**src/rtl/dmem_arbiter.sv**
```systemverilog
`default_nettype none
// ============================================================================
// Module   : dmem_arbiter
// Purpose  : Two-port round-robin arbiter and access sequencer for the single
//            data memory. Port 0 is the CPU load/store path and port 1 is a
//            secondary master. The block issues at most one access per cycle,
//            supports bounded burst locking, returns a per-port read-valid
//            after a fixed memory latency and generates the CPU stall.
// Revision : 1.0 - initial release
// ============================================================================
module dmem_arbiter #(
  parameter int MEM_LAT   = 1,  // memory read latency, 1..4
  parameter int MAX_BURST = 4   // max consecutive locked beats, 1..15
) (
  input  logic        clk,
  input  logic        rst,        // synchronous, active-low
  input  logic        req0,
  input  logic        req1,
  input  logic        lock0,
  input  logic        lock1,
  input  logic        we0,
  input  logic        we1,
  input  logic [31:0] addr0,
  input  logic [31:0] addr1,
  input  logic [31:0] wdata0,
  input  logic [31:0] wdata1,
  output logic        gnt0,
  output logic        gnt1,
  output logic        rvalid0,
  output logic        rvalid1,
  output logic [31:0] rdata,
  output logic        stall0,
  output logic        mem_we,
  output logic [31:0] mem_addr,
  output logic [31:0] mem_wdata,
  input  logic [31:0] mem_rdata
);

  localparam logic [1:0] c_IDLE      = 2'd0;
  localparam logic [1:0] c_OWN0      = 2'd1;
  localparam logic [1:0] c_OWN1      = 2'd2;
  localparam logic [3:0] c_MAX_BURST = 4'(MAX_BURST);
  // A one-beat burst limit makes locking meaningless, so ownership is never taken.
  localparam bit         c_BURST_EN  = (MAX_BURST > 1);

  logic [1:0]         r_state;
  logic [1:0]         w_next_state;
  logic               r_last;        // port granted most recently
  logic               w_next_last;
  logic [3:0]         r_burst_cnt;   // beats issued in the current ownership
  logic [3:0]         w_next_burst;
  logic [3:0]         w_beat_cnt;
  logic [MEM_LAT-1:0] r_pipe_vld;    // outstanding reads, one slot per cycle of latency
  logic [MEM_LAT-1:0] r_pipe_port;   // owning port of each outstanding read
  logic               w_gnt0;
  logic               w_gnt1;
  logic               w_rd_issue;

  assign w_beat_cnt = r_burst_cnt + 4'd1;
  assign w_rd_issue = (w_gnt0 & ~we0) | (w_gnt1 & ~we1);

  // State, round-robin pointer, burst counter and read-tracking pipeline.
  always_ff @(posedge clk) begin
    if (!rst) begin
      r_state     <= c_IDLE;
      r_last      <= 1'b1;      // CPU wins the first tie after reset
      r_burst_cnt <= 4'd0;
      r_pipe_vld  <= '0;        // in-flight reads are dropped
      r_pipe_port <= '0;
    end else begin
      r_state        <= w_next_state;
      r_last         <= w_next_last;
      r_burst_cnt    <= w_next_burst;
      r_pipe_vld[0]  <= w_rd_issue;
      r_pipe_port[0] <= w_gnt1;
      for (int i = 1; i < MEM_LAT; i++) begin
        r_pipe_vld[i]  <= r_pipe_vld[i-1];
        r_pipe_port[i] <= r_pipe_port[i-1];
      end
    end
  end

  // Next-state: ownership entry/exit, burst counting and round-robin update.
  always_comb begin
    w_next_state = r_state;
    w_next_last  = r_last;
    w_next_burst = r_burst_cnt;
    case (r_state)
      c_IDLE: begin
        w_next_burst = 4'd0;
        if (w_gnt0) begin
          w_next_last = 1'b0;
          if (lock0 && c_BURST_EN) begin
            w_next_state = c_OWN0;
            w_next_burst = 4'd1;
          end
        end else if (w_gnt1) begin
          w_next_last = 1'b1;
          if (lock1 && c_BURST_EN) begin
            w_next_state = c_OWN1;
            w_next_burst = 4'd1;
          end
        end
      end
      c_OWN0: begin
        if (w_gnt0) begin
          // Keeping last = owner hands the next tie to the other port.
          w_next_last  = 1'b0;
          w_next_burst = w_beat_cnt;
          if (!lock0 || (w_beat_cnt == c_MAX_BURST)) begin
            w_next_state = c_IDLE;
            w_next_burst = 4'd0;
          end
        end else begin
          w_next_state = c_IDLE;
          w_next_burst = 4'd0;
        end
      end
      c_OWN1: begin
        if (w_gnt1) begin
          w_next_last  = 1'b1;
          w_next_burst = w_beat_cnt;
          if (!lock1 || (w_beat_cnt == c_MAX_BURST)) begin
            w_next_state = c_IDLE;
            w_next_burst = 4'd0;
          end
        end else begin
          w_next_state = c_IDLE;
          w_next_burst = 4'd0;
        end
      end
      default: begin
        w_next_state = c_IDLE;
        w_next_burst = 4'd0;
      end
    endcase
  end

  // Grant decision: zero-cycle, blocked entirely while reset is asserted.
  always_comb begin
    w_gnt0 = 1'b0;
    w_gnt1 = 1'b0;
    if (rst) begin
      case (r_state)
        c_IDLE: begin
          if (req0 && req1) begin
            w_gnt0 = r_last;
            w_gnt1 = ~r_last;
          end else begin
            w_gnt0 = req0;
            w_gnt1 = req1;
          end
        end
        c_OWN0:  w_gnt0 = req0;
        c_OWN1:  w_gnt1 = req1;
        default: ;
      endcase
    end
  end

  // Output muxing: memory command from the granted port, stall and read-valids.
  always_comb begin
    gnt0      = w_gnt0;
    gnt1      = w_gnt1;
    stall0    = req0 & ~w_gnt0;
    rdata     = mem_rdata;
    mem_we    = 1'b0;
    mem_addr  = 32'd0;
    mem_wdata = 32'd0;
    if (w_gnt0) begin
      mem_we    = we0;
      mem_addr  = addr0;
      mem_wdata = wdata0;
    end else if (w_gnt1) begin
      mem_we    = we1;
      mem_addr  = addr1;
      mem_wdata = wdata1;
    end
    rvalid0 = rst & r_pipe_vld[MEM_LAT-1] & ~r_pipe_port[MEM_LAT-1];
    rvalid1 = rst & r_pipe_vld[MEM_LAT-1] &  r_pipe_port[MEM_LAT-1];
  end

endmodule
`default_nettype wire

```
**config.mk**
```make
export PLATFORM = sky130hd
export DESIGN_NAME = dmem_arbiter
export DESIGN_NICKNAME = d
export VERILOG_FILES = /design/src/rtl/dmem_arbiter.sv
export SDC_FILE = /design/constraint.sdc
export NUM_CORES = 1
export LEC_CHECK = 0
export CAP_MARGIN = 0
export CORE_AREA = 4 4 103 105
export DETAILED_ROUTE_END_ITERATION = 12
export DIE_AREA = 0 0 107 109
export PLACE_DENSITY = 0.67
export RECOVER_POWER = 50
export SETUP_SLACK_MARGIN = 0.2
export SYNTH_ARGS = -nofsm -noshare
export SYNTH_HDL_FRONTEND = slang
export SYNTH_SLANG_ARGS = --single-unit
```
**constraint.sdc**
```tcl
create_clock -name clk -period 4.4 [get_ports clk]
set_clock_uncertainty 0.15 [all_clocks]
set_input_delay 0.88 -clock clk [delete_from_list [all_inputs] [get_ports clk]]
set_output_delay 0.88 -clock clk [all_outputs]
set_load 0.02 [all_outputs]
```
-- Yosys cells after proc, flatten, opt, wreduce, memory -nomap -nowiden
Cells that the tools add are included.
- flip-flop bits (word level): 9
- bits of input ports: 168
- output and inout port bits: 102
- logic and storage cells: 70
- add/sub/neg operators: 1
- eq/ne operators: 9
- muxes and demuxes: 34
- bitwise gates (word level): 12
- reduce and logical (&&, ||, !) cells: 9
- operators by type and width (operator ; number):
    32-bit 2-to-1 mux ; 4
    4-bit 2-to-1 mux ; 5
    2-bit 2-to-1 mux ; 8
    3-bit != test, second input constant ; 5
    1-bit 2-to-1 mux ; 12
    4-bit one-hot mux with 3 select lines ; 1
    1-bit bitwise AND ; 6
    2-bit one-hot mux with 3 select lines ; 1
    1-bit inverter ; 5
    5-bit AND reduction ; 1
    4-bit by 1-bit adder with 4-bit output, second input constant ; 1
    4-bit by 3-bit == test with 1-bit output, second input constant ; 1
    1-bit one-hot mux with 2 select lines ; 2
    1-bit one-hot mux with 3 select lines ; 1
    3-bit nonzero test ; 1
    2-bit by 1-bit == test with 1-bit output, second input constant ; 1
    2-bit == test, second input constant ; 1
    1-bit zero test ; 2
    2-bit zero test ; 1
    1-bit logical OR ; 2
    2-bit != test, second input constant ; 1
    2-bit AND reduction ; 1
    1-bit logical AND ; 1
    1-bit bitwise OR ; 1

-- Longest topological paths before layout
- depth in word-level cells: 7
- gate-level depth with buffers: 8
- depth with buffers taken out: 7

-- Least setup slack after synthesis
No wires, ideal clock.
- kind: input to output
- start point: input rst
- end point: output mem_wdata[10]
- arrival: 2.296 ns
- path slack: 1.074 ns
- cell stages on the path: 6
- path buffers: 2
- cell sequence: buf_4 -> nand2_1 -> a311oi_2 -> clkbuf_1 -> nand2_1 -> o21ai_0
- cells in the longest elaborated chain, start to end: 3
- RTL lines (what ; line ; text):
    start: declaration ; 16 ; input logic rst,
    1-bit 2-to-1 mux ; 143 ; if (rst) begin
    32-bit 2-to-1 mux ; 174 ; end else if (w_gnt1) begin
    32-bit 2-to-1 mux * ; 170 ; if (w_gnt0) begin
    end: declaration ; 35 ; output logic [31:0] mem_wdata,
Every way passes the cells marked *; elsewhere a longest branch is shown, timed or not.

-- Final worst setup path
- start point: input req1
- end point: output mem_addr[26]
- cells in the longest elaborated chain, start to end: 6
- RTL lines (what ; line ; text):
    start: declaration ; 18 ; input logic req1,
    1-bit logical AND ; 146 ; if (req0 && req1) begin
    1-bit 2-to-1 mux ; 146 ;
    1-bit one-hot mux with 2 select lines ; 144 ; case (r_state)
    1-bit 2-to-1 mux ; 143 ;
    32-bit 2-to-1 mux ; 174 ;
    32-bit 2-to-1 mux * ; 170 ;
    end: declaration ; 34 ; output logic [31:0] mem_addr,
Marks and branches as above.

==> flow_summary.html <==
<table>
<tr><th>Metric</th><th>Value</th></tr>
<tr><th colspan="2">Setup path</th></tr>
<tr><td>Worst Reg-to-Reg Cells</td><td>7</td></tr>
<tr><td>Critical Path Source Type</td><td>input pin</td></tr>
<tr><td>Worst setup EP type</td><td>output port</td></tr>
<tr><td>Endpoint arrival time on the critical path</td><td>3160 ps</td></tr>
<tr><td>Worst-path fanout max</td><td>35</td></tr>
<tr><td>Data required time of the worst path</td><td>between 3000 and 4000 ps</td></tr>
<tr><td>Type of the worst setup path</td><td>in2out</td></tr>
<tr><th colspan="2">Power and ir drop</th></tr>
<tr><td>Leakage power</td><td>about 1.4 nW</td></tr>
<tr><td>Power per cell area</td><td>288 nW/um2</td></tr>
<tr><td>Worst VDD drop</td><td>roughly 0.00019 V</td></tr>
<tr><th colspan="2">Placement</th></tr>
<tr><td>Post-detail-place hpwl</td><td>~6.6 mm</td></tr>
<tr><td>IO buf count</td><td>~200</td></tr>
<tr><td>Weighted congestion reported at the end of routability-driven placement</td><td>0.768</td></tr>
<tr><th colspan="2">Final layout</th></tr>
<tr><td>Area grow syn2layout</td><td>113%</td></tr>
<tr><td>Share of cells above drive strength 1</td><td>under 10%</td></tr>
<tr><td>Ant diodes</td><td>0</td></tr>
<tr><td>Fin nets</td><td>about 650</td></tr>
<tr><td>Most common library cell in the layout ignoring fill and taps</td><td>clkdlybuf4s50_1</td></tr>
<tr><td>Highest-count cells in the layout ignoring fill and taps</td><td>clkdlybuf4s50_1, nand2_1, o21ai_0</td></tr>
<tr><th colspan="2">Run status</th></tr>
<tr><td>Status</td><td>complete, no violations</td></tr>
<tr><th colspan="2">GRT</th></tr>
<tr><td>GR Overflow Total</td><td>0</td></tr>
<tr><td>First-pass GRT wire length</td><td>11.5 mm</td></tr>
<tr><td>Maximum number of pins on one net before global-route repair</td><td>68</td></tr>
<tr><td>All-layer global routing usage</td><td>~12%</td></tr>
<tr><td>Via count of the first global-routing pass</td><td>2496</td></tr>
<tr><td>Number of antenna violations at the first check in global routing</td><td>0</td></tr>
<tr><th colspan="2">Clocking</th></tr>
<tr><td>Clock transition at the registers of the reported paths</td><td>50 ps</td></tr>
<tr><td>Insertion delay to the later sink of the worst-skew pair</td><td>between 200 and 300 ps</td></tr>
<tr><td>Total clock buffers created by CTS</td><td>3</td></tr>
<tr><td>Clock sink total</td><td>9</td></tr>
<tr><td>Clk buf depth</td><td>2</td></tr>
<tr><td>Cell at the root of the clock tree</td><td>clkbuf_8</td></tr>
<tr><td>CTS tree</td><td>yes</td></tr>
<tr><td>CTS Hold Buffers Added</td><td>0</td></tr>
<tr><td>Maximum level of the CTS H-tree</td><td>1</td></tr>
<tr><th colspan="2">Timing</th></tr>
<tr><td>Minimum period implied by the final worst setup slack</td><td>4190 ps</td></tr>
<tr><td>Final worst-path cycle share</td><td>between 90% and 100%</td></tr>
<tr><td>Setup repair after global routing missed its margin</td><td>false</td></tr>
<tr><td>Count of pins over their slew limit</td><td>0</td></tr>
<tr><td>Least-Margin Pin Slew</td><td>between 600 and 700 ps</td></tr>
<tr><td>Max-slew headroom at the worst pin</td><td>a little under three fifths</td></tr>
<tr><td>Worst hold slack</td><td>around 440 ps</td></tr>
<tr><td>Final Hold Viols</td><td>0</td></tr>
<tr><td>Setup Viol. Count Final</td><td>0</td></tr>
<tr><td>Fmax</td><td>about 240 MHz</td></tr>
<tr><td>Setup TNS</td><td>0 ps</td></tr>
<tr><th colspan="2">Routing</th></tr>
<tr><td>Pre-Repair DR Iteration Count</td><td>4</td></tr>
<tr><td>Final routed DRC violation total</td><td>0</td></tr>
<tr><td>Number of vias after detailed routing</td><td>between 2000 and 3000</td></tr>
<tr><td>Routed length per instance</td><td>approximately 13 um</td></tr>
<tr><td>Final Routed Wirelength</td><td>around 7.8 mm</td></tr>
<tr><td>Post-route antenna net violation count</td><td>0</td></tr>
<tr><td>Number of design-rule violations left by the first detailed-router iteration</td><td>between 100 and 150</td></tr>
<tr><td>Mean number of vias per cell</td><td>~4.2</td></tr>
<tr><th colspan="2">Synthesis</th></tr>
<tr><td>Gate count of the mapped netlist</td><td>318</td></tr>
<tr><td>Cell area after technology mapping</td><td>around 1800 um2</td></tr>
<tr><td>Portion of synthesized cell area occupied by the leading cell type</td><td>between 20% and 30%</td></tr>
<tr><td>Net count after synthesis</td><td>493</td></tr>
<tr><td>Warnings, synthesis</td><td>0</td></tr>
<tr><td>Number of enable-type register cells in the synthesized netlist</td><td>0</td></tr>
<tr><td>Count of distinct cell types in the synthesized netlist</td><td>33</td></tr>
<tr><td>Area leader, netlist</td><td>nand2_1</td></tr>
<tr><td>Post-synth ARST share</td><td>0%</td></tr>
<tr><td>Synthesized area divided by synthesized cell count</td><td>approximately 5.6 um2</td></tr>
<tr><td>Top_reg_cell synth</td><td>dfxtp_1</td></tr>
<tr><td>Share of the yosys chip area belonging to registers</td><td>approximately a tenth</td></tr>
<tr><td>Register bit total from synthesis</td><td>9</td></tr>
<tr><td>Synth top area cells</td><td>nand2_1, buf_4, dfxtp_1</td></tr>
<tr><th colspan="2">Floorplanning</th></tr>
<tr><td>I/O pin cnt</td><td>between 200 and 300</td></tr>
<tr><td>Effective utilization at floorplan</td><td>18.4%</td></tr>
<tr><td>Area inside the core boundary</td><td>~9600 um2</td></tr>
<tr><td>Die Ht</td><td>approximately 110 um</td></tr>
<tr><td>Overall die area</td><td>roughly 12000 um2</td></tr>
<tr><td>Horizontal die dimension</td><td>approximately 110 um</td></tr>
<tr><td>Count of standard-cell rows</td><td>36</td></tr>
<tr><th colspan="2">Job</th></tr>
<tr><td>Number of max-capacitance violations reported</td><td>0</td></tr>
<tr><th colspan="2">Min path</th></tr>
<tr><td>Class of the tightest hold or removal check</td><td>reg2reg</td></tr>
<tr><td>Count of cells along the worst hold path</td><td>1</td></tr>
</table>
## sequential cells by signal, summed over array words and instances, names as in the netlist
register,count
r_burst_cnt,4
r_last,1
r_pipe_port,1
r_pipe_vld,1
r_state,2
## layer usage
layer	GRT usage [%]	part of all wire [%]
met3	3.61	11
met1	12.1	35
met2	23.4	52
met4	4.29	2.1
met5	0	0
## critical path: stages
cell             delay, ps
dlygate4sd3_1          560
nand2_1                130
a311oi_4               400
buf_12                 240
nand2_1                 60
o21ai_0                220
clkdlybuf4s50_1        660
## cells in the mapped netlist, types with 4 or more instances
library cell and count:
clkbuf_1 8, nand2_1 135, buf_4 36, dfxtp_1 9, inv_1 5, ha_1 7
nor2b_1 4, buf_2 10, o21ai_1 31, nor2_1 4, o21ai_0 36
## report_power, final
group | switching (mW) | internal (mW)
registers | 0.0164 | 0.0951
clock network | 0.0408 | 0.0624
logic | 0.451 | 0.424
total | 0.508 | 0.582
## final cells by class
type | instances | area, um2
clock buffers | 3 | 41.3
repair buffers | 210 | 2140
well taps | 133 | 166
flip-flops and latches | 9 | 180
clock inverters | 1 | 5.00
inverters | 5 | 18.8
fillers | 1020 | 5860
multi-input cells | 250 | 1240
## metrics by stage
step	utilization, %	std cells	worst slack, ps	total power [mW]	cell area [um2]
after detailed placement	38.9	607	278	1.00	3750
after CTS	39.4	611	265	1.11	3800
after floorplan	-	318	1070	0.599	1780
final	39.3	611	212	1.09	3780
after global routing	39.3	611	103	1.17	3780
after global placement	38.9	607	273	0.987	3750
## cells by family after synthesis
kind of cell,after synthesis,share of synthesized area [%]
AO/OA/AOI/OAI,81,26.1
multiplexers,1,0.633
XOR/XNOR,3,1.48
AND/OR/NAND/NOR,158,36.0
buffers and inverters,59,20.8
flip-flops,9,10.1
adder cells (fa/ha/maj),7,4.93
## final timing paths
check | start | end | slack [ps]
setup / recovery | req1 | mem_addr[26] | 210
setup reg to reg | r_state[1]$_SDFFE_PN0P_ | r_state[0]$_SDFFE_PN0P_ | 2090
hold / removal | r_state[1]$_SDFFE_PN0P_ | r_state[1]$_SDFFE_PN0P_ | 440
hold reg to reg | r_state[1]$_SDFFE_PN0P_ | r_state[1]$_SDFFE_PN0P_ | 440
## repair_timing
action,4_1_cts,5_1_grt
setup buffers,0,0
gates resized for setup,0,2
setup endpoints to repair,0,2
(Power assumes the default switching activity.)
